$ cat src/rtl/neptuno_joy_serial.sv
// Scans two DB9 pads through the 74HC165 chain and merges both select phases into
// active-high Megadrive-style words. Optional two-frame debounce: JOY_DEBOUNCE_EN.
module neptuno_joy_serial #(
    parameter int CLK_DIV = 16,
    parameter int NBITS   = 16,
    parameter int SETTLE  = 4
) (
    input  logic       clk_sys,
    input  logic       reset_n,
    input  logic       joy_data,
    output logic       joy_clk,
    output logic       joy_load,
    output logic       joy_sel,
    output logic [7:0] joy1,
    output logic [7:0] joy2,
    output logic       joy_valid
);

    localparam int DIV_W = (CLK_DIV > 1) ? $clog2(CLK_DIV) : 1;
    localparam int IDX_W = (NBITS > 1) ? $clog2(NBITS) : 1;
    localparam int SET_W = (SETTLE > 1) ? $clog2(SETTLE) : 1;
    localparam logic [DIV_W-1:0] DIV_LAST = DIV_W'(CLK_DIV - 1);
    localparam logic [IDX_W-1:0] IDX_LAST = IDX_W'(NBITS - 1);
    localparam logic [SET_W-1:0] SET_LAST = SET_W'(SETTLE - 1);

    typedef enum logic [1:0] {
        ST_LOAD,
        ST_SHIFT,
        ST_SETTLE
    } state_e;

    state_e             state_q, state_d;
    logic [DIV_W-1:0]   div_q, div_d;
    logic [IDX_W-1:0]   idx_q, idx_d;
    logic [SET_W-1:0]   settle_q, settle_d;
    logic               phaseB_q, phaseB_d;
    logic [NBITS-1:0]   sreg_q, sreg_d;
    logic [11:0]        hi_q, hi_d;
    logic               joyClk_q, joyClk_d;
    logic               joyLoad_q, joyLoad_d;
    logic               joySel_q, joySel_d;
    logic [7:0]         joy1_q, joy1_d;
    logic [7:0]         joy2_q, joy2_d;
    logic               valid_q, valid_d;
`ifdef JOY_DEBOUNCE_EN
    logic [15:0]        cand_q, cand_d;
    logic               candVld_q, candVld_d;
`endif

    logic        tick;
    logic [15:0] newWord;
    logic        unusedBits;

    // Layout {start,C,A,B,right,left,down,up}; A and start come from the sel=0 scan.
    function automatic logic [7:0] mergePort(input logic [5:0] hi, input logic [1:0] lo);
        return {lo[1], hi[5], lo[0], hi[4], hi[3:0]};
    endfunction

    assign tick       = (div_q == DIV_LAST);
    assign newWord    = {mergePort(hi_q[11:6], ~sreg_q[13:12]), mergePort(hi_q[5:0], ~sreg_q[5:4])};
    assign unusedBits = ^{sreg_q[NBITS-1:14], sreg_q[7:6]};

    always_comb begin
        state_d   = state_q;
        div_d     = tick ? '0 : div_q + DIV_W'(1);
        idx_d     = idx_q;
        settle_d  = settle_q;
        phaseB_d  = phaseB_q;
        sreg_d    = sreg_q;
        hi_d      = hi_q;
        joyClk_d  = joyClk_q;
        joyLoad_d = joyLoad_q;
        joySel_d  = joySel_q;
        joy1_d    = joy1_q;
        joy2_d    = joy2_q;
        valid_d   = 1'b0;
`ifdef JOY_DEBOUNCE_EN
        cand_d    = cand_q;
        candVld_d = candVld_q;
`endif
        if (tick) begin
            joyLoad_d = 1'b1;
            case (state_q)
                ST_LOAD: begin
                    joyLoad_d = 1'b0;
                    idx_d     = '0;
                    phaseB_d  = 1'b0;
                    state_d   = ST_SHIFT;
                end
                ST_SHIFT: begin
                    if (!phaseB_q) begin
                        sreg_d[idx_q] = joy_data;
                        joyClk_d      = 1'b1;
                        phaseB_d      = 1'b1;
                    end else begin
                        joyClk_d = 1'b0;
                        phaseB_d = 1'b0;
                        if (idx_q == IDX_LAST) begin
                            state_d  = ST_SETTLE;
                            settle_d = '0;
                            joySel_d = ~joySel_q;
                            if (joySel_q) begin
                                hi_d = {~sreg_q[13:8], ~sreg_q[5:0]};
                            end else begin
`ifdef JOY_DEBOUNCE_EN
                                cand_d    = newWord;
                                candVld_d = 1'b1;
                                if (candVld_q && (newWord == cand_q)) begin
                                    joy1_d  = newWord[7:0];
                                    joy2_d  = newWord[15:8];
                                    valid_d = 1'b1;
                                end
`else
                                joy1_d  = newWord[7:0];
                                joy2_d  = newWord[15:8];
                                valid_d = 1'b1;
`endif
                            end
                        end else begin
                            idx_d = idx_q + IDX_W'(1);
                        end
                    end
                end
                ST_SETTLE: begin
                    if (settle_q == SET_LAST) begin
                        state_d = ST_LOAD;
                    end else begin
                        settle_d = settle_q + SET_W'(1);
                    end
                end
                default: state_d = ST_LOAD;
            endcase
        end
    end

    always_ff @(posedge clk_sys or negedge reset_n) begin
        if (!reset_n) begin
            state_q   <= ST_LOAD;
            div_q     <= '0;
            idx_q     <= '0;
            settle_q  <= '0;
            phaseB_q  <= 1'b0;
            sreg_q    <= '0;
            hi_q      <= '0;
            joyClk_q  <= 1'b0;
            joyLoad_q <= 1'b1;
            joySel_q  <= 1'b1;
            joy1_q    <= '0;
            joy2_q    <= '0;
            valid_q   <= 1'b0;
`ifdef JOY_DEBOUNCE_EN
            cand_q    <= '0;
            candVld_q <= 1'b0;
`endif
        end else begin
            state_q   <= state_d;
            div_q     <= div_d;
            idx_q     <= idx_d;
            settle_q  <= settle_d;
            phaseB_q  <= phaseB_d;
            sreg_q    <= sreg_d;
            hi_q      <= hi_d;
            joyClk_q  <= joyClk_d;
            joyLoad_q <= joyLoad_d;
            joySel_q  <= joySel_d;
            joy1_q    <= joy1_d;
            joy2_q    <= joy2_d;
            valid_q   <= valid_d;
`ifdef JOY_DEBOUNCE_EN
            cand_q    <= cand_d;
            candVld_q <= candVld_d;
`endif
        end
    end

    assign joy_clk   = joyClk_q;
    assign joy_load  = joyLoad_q;
    assign joy_sel   = joySel_q;
    assign joy1      = joy1_q;
    assign joy2      = joy2_q;
    assign joy_valid = valid_q;

endmodule

$ cat config.mk
export PLATFORM = sky130hd
export DESIGN_NAME = neptuno_joy_serial
export DESIGN_NICKNAME = d
export VERILOG_FILES = /design/src/rtl/neptuno_joy_serial.sv
export SDC_FILE = /design/constraint.sdc
export NUM_CORES = 1
export LEC_CHECK = 0
export BUFFER_PORTS_ARGS = -buffer_cell sky130_fd_sc_hd__buf_2
export CAP_MARGIN = 10
export CORE_ASPECT_RATIO = 1.25
export CORE_UTILIZATION = 60
export DETAILED_ROUTE_END_ITERATION = 10
export GPL_TIMING_DRIVEN = 0
export MAX_ROUTING_LAYER = met4
export PLACE_DENSITY = 0.8
export SLEW_MARGIN = 0
export SYNTH_ARGS = -nofsm -noshare
export SYNTH_HDL_FRONTEND = slang
export SYNTH_SLANG_ARGS = --single-unit
$ cat constraint.sdc
create_clock -name clk_sys -period 5.2 [get_ports clk_sys]
set_input_delay 0.78 -clock clk_sys [delete_from_list [all_inputs] [get_ports clk_sys]]
set_output_delay 0.78 -clock clk_sys [all_outputs]
set_load 0.01 [all_outputs]
==> run_results.csv <==
group,metric,value,unit
grt,antenna_found_initial,0,
clock_network,numCtsBuffers,9,
logic_synthesis,muxShareOfSynthArea,16.5,%
clock_network,path_clk_slew,0.06,ns
logic_synthesis,netlist_instances,217,
finish,instances_no_fill,311,
clock_network,clk_latency,0.33,ns
pwr,p_sw,0.174,mW
job,maxCapViolations,0,
setup_path,path_cells,"ha_1, nand4_4, nor4_4, buf_4, mux2_2",
logic_synthesis,async_flop_share,100,%
logic_synthesis,syn-cell-area,2610,µm²
route,ant_nets,0,
route,wire_per_inst,14.7,µm
clock_network,cts_hold_buf,0,
timing,max_freq,0.461,GHz
grt,overflow,0,
setup_path,path_buf_inv,1,
clock_network,cts_root_buf,"clkbuf_8",
run_status,status,"complete, no violations",
route,drtIter0Drc,93,
setup_path,cp_top_family,"simple AND/OR/NAND/NOR gates",
logic_synthesis,synth_top_area_cell,"dfrtp_1",
setup_path,criticalPathCategory,"reg2reg",
logic_synthesis,synth_adder_area_share,2.87,%
die,ios,23,
grt,grt_pass1_vias,1663,
pwr,ir_worst_vdd,0.186,mV
setup_path,crit_path_end,"joy1[0]$_DFFE_PN0P_",
die,start_util,63.2,%
die,die-width,61.0,µm
logic_synthesis,synth_edf_count,0,
setup_path,cp-startpoint,"idx_q[0]$_DFFE_PN0P_",
grt,grt_start_max_net_pins,58,
logic_synthesis,synth_compound_area_share,5.65,%
logic_synthesis,syn_nets,226,
timing,tns,0,ns
grt,track_usage,23.9,%
route,vias_per_cell,5.43,
logic_synthesis,ys_seq_elements,57,
setup_path,critical_path_required,5.42,ns
setup_path,crit_path_max_incr_delay,0.43,ns
setup_path,worstReg2RegStart,"idx_q[0]$_DFFE_PN0P_",
clock_network,cts_setup_buffers,0,
pwr,pwr_density_cell,286,nW/µm²
timing,timing.slew.headroom,54.0,%
timing,final_hold_viol_count,0,
die,core,4130,µm²
clock_network,cts_sinks,57,
timing,setup_viol,0,
pwr,swShare,20.4,%
logic_synthesis,netlist.area_leader.share,52.7,%
timing,fin_crit,2.17,ns
setup_path,crit_fanout,10,
pwr,power.share.sequential,52.1,%
logic_synthesis,synthFlopType,"dfrtp_1",
finish,n_antenna_cell,0,
timing,worst_pin_slew,0.690,ns
placed_design,dpl.hpwl,3.09,mm
pwr,power_frac_comb,1.2,%
grt,grt_pass1_wl,7.50,mm
route,drt_pass1_iterations,4,
placed_design,portBuffers,22,
finish,fin_nets,259,
logic_synthesis,synth_commonest_cells,"55 x dfrtp_1, 24 x inv_1, 24 x mux2_2",
die,rows,26,
timing,report.final.slew_viol_count,0,
logic_synthesis,synth_xor_area_share,0.671,%
logic_synthesis,syn_avg_cell_area,12.0,µm²
setup_path,r2r_slack,3.03,ns
pwr,clkPwrFrac,46.6,%
clock_network,clockBufferDepth,2,
die,die_y,75.8,µm
clock_network,tritoncts,"done",
logic_synthesis,synth_top_family_by_area,"multiplexers",
logic_synthesis,synth.most_common_cell,"dfrtp_1",
route,wirelength,4.56,mm
setup_path,path_depth,5,
logic_synthesis,yosys-top-cells-area,"dfrtp_1 53%, mux2_2 10%, mux2i_1 6.1%",
logic_synthesis,ys_warn_count,0,
setup_path,endpoint_kind,"register",
timing,finalCritPeriodShare,41.7,%
finish,area_delta_synth_final,14.2,%
min_path,hold_class,"reg2reg",
logic_synthesis,synth_seq_area_share,54.7,%
die,die-area,4620,µm²
route,vias,1688,
placed_design,place_inst,295,
setup_path,reg2regPathDepth,5,
logic_synthesis,synth-simple-area-share,13.2,%
pwr,leakage,1.60,nW
timing,fin_skew,0.00890,ns
route,drc,0,
clock_network,cts-resized-gates,0,
setup_path,cpMaxStageDelayCell,"dfrtp_1",
setup_path,timing.rr.end,"joy1[0]$_DFFE_PN0P_",
pwr,intPower,0.679,mW
placed_design,gp_congestion,0.898,
timing,rsz0062_at_grt,"false",
logic_synthesis,ys_types,41,
setup_path,worstSetupStartpointType,"register",
clock_network,cts_htree_levels,3,
finish,drive_above_1_share,29.4,%
setup_path,cp.arrival,2.39,ns
==> flip-flops by register name (all words and copies together) (netlist names) <==
signal / flops
phaseB_q: 1
hi_q: 12
joy_load: 1
settle_q: 2
idx_q: 4
joy1: 8
joy_valid: 1
joy2: 8
state_q: 2
joy_clk: 1
joy_sel: 1
div_q: 4
sreg_q: 12
==> through the flow <==
step | area (µm²) | hold WS (ns) | utilization [%] | setup slack [ns] | total power [mW]
final | 2980 | 0.445 | 72.2 | 3.03 | 0.852
after global routing | 2980 | 0.478 | 72.2 | 2.85 | 0.881
after CTS | 2980 | 0.449 | 72.1 | 3.01 | 0.858
after detailed placement | 2790 | 0.441 | 67.6 | 3.01 | 0.463
after global placement | 2790 | 0.425 | 67.6 | 3.04 | 0.463
after floorplan | 2610 | 0.419 | - | 3.31 | 0.453
==> placed cells by master (no fill, tap or decap), drive strengths merged, types with 3 or more instances in the layout <==
| cell type | synthesis | layout |
|---|---|---|
| a21oi | 4 | 4 |
| a31oi | 3 | 3 |
| and3 | 3 | 3 |
| buf | 8 | 30 |
| clkbuf | 4 | 17 |
| dfrtp | 55 | 55 |
| ha | 6 | 6 |
| inv | 24 | 24 |
| mux2 | 24 | 24 |
| mux2i | 16 | 16 |
| nand2 | 8 | 8 |
| nand2b | 3 | 3 |
| nand3 | 4 | 4 |
| nand3b | 3 | 3 |
| nor2 | 5 | 5 |
| nor3 | 10 | 10 |
| nor4 | 6 | 6 |
| o21ai | 6 | 6 |
==> layer usage <==
layer | GRT usage (%) | share of wire [%] | wire length, µm
met5 | - | 0 | 0
met1 | 26.9 | 43 | 1970
met2 | 39.2 | 51 | 2330
met4 | 9.09 | 1.5 | 67
met3 | 7.81 | 4.1 | 189
==> worst min-delay path by stage <==
| stage | end | cells after the start | start | slack [ns] |
|---|---|---|---|---|
| 2_1_floorplan | hi_q[0]$_DFFE_PN0P_ | 1 | sreg_q[0]$_DFFE_PN0P_ | 0.42 |
| 3_3_place_gp | hi_q[0]$_DFFE_PN0P_ | 1 | sreg_q[0]$_DFFE_PN0P_ | 0.42 |
| 3_5_place_dp | hi_q[0]$_DFFE_PN0P_ | 1 | sreg_q[0]$_DFFE_PN0P_ | 0.44 |
| 4_1_cts | hi_q[0]$_DFFE_PN0P_ | 1 | sreg_q[0]$_DFFE_PN0P_ | 0.45 |
| 5_1_grt | hi_q[7]$_DFFE_PN0P_ | 1 | sreg_q[9]$_DFFE_PN0P_ | 0.48 |
| 6_report | hi_q[0]$_DFFE_PN0P_ | 1 | sreg_q[0]$_DFFE_PN0P_ | 0.45 |
==> cells by family (layout without fill, tap and decap cells) <==
logic type                 after synthesis  in the layout
AOI/OAI and AO/OA                       23             23
adders and majority gates                6              6
muxes                                   40             40
xor gates and xnor gates                 2              2
DFF                                     57             57
buffers and inverters                   36             74
and+or+nand+nor                         53             53
==> layout make-up <==
cell class,instances,area (µm²)
Tap cell,56,70.1
Clock inverter,3,40.0
Inverter,24,90.1
Timing Repair Buffer,22,113
Fill cell,306,1150
Buffer,12,76.3
Multi-Input combinational cell,124,1020
Sequential cell,57,1430
Clock buffer,13,149
==> power groups by stage <==
stage / clock network [mW] / registers (mW) / logic [mW]
CTS: 0.403 / 0.444 / 0.0111
global placement: 0 / 0.452 / 0.0111
finish: 0.397 / 0.444 / 0.0105
floorplan: 0 / 0.452 / 0.00115
global route: 0.425 / 0.444 / 0.0129
detailed placement: 0 / 0.452 / 0.0111
No activity file was read; power rests on OpenSTA's default activity.
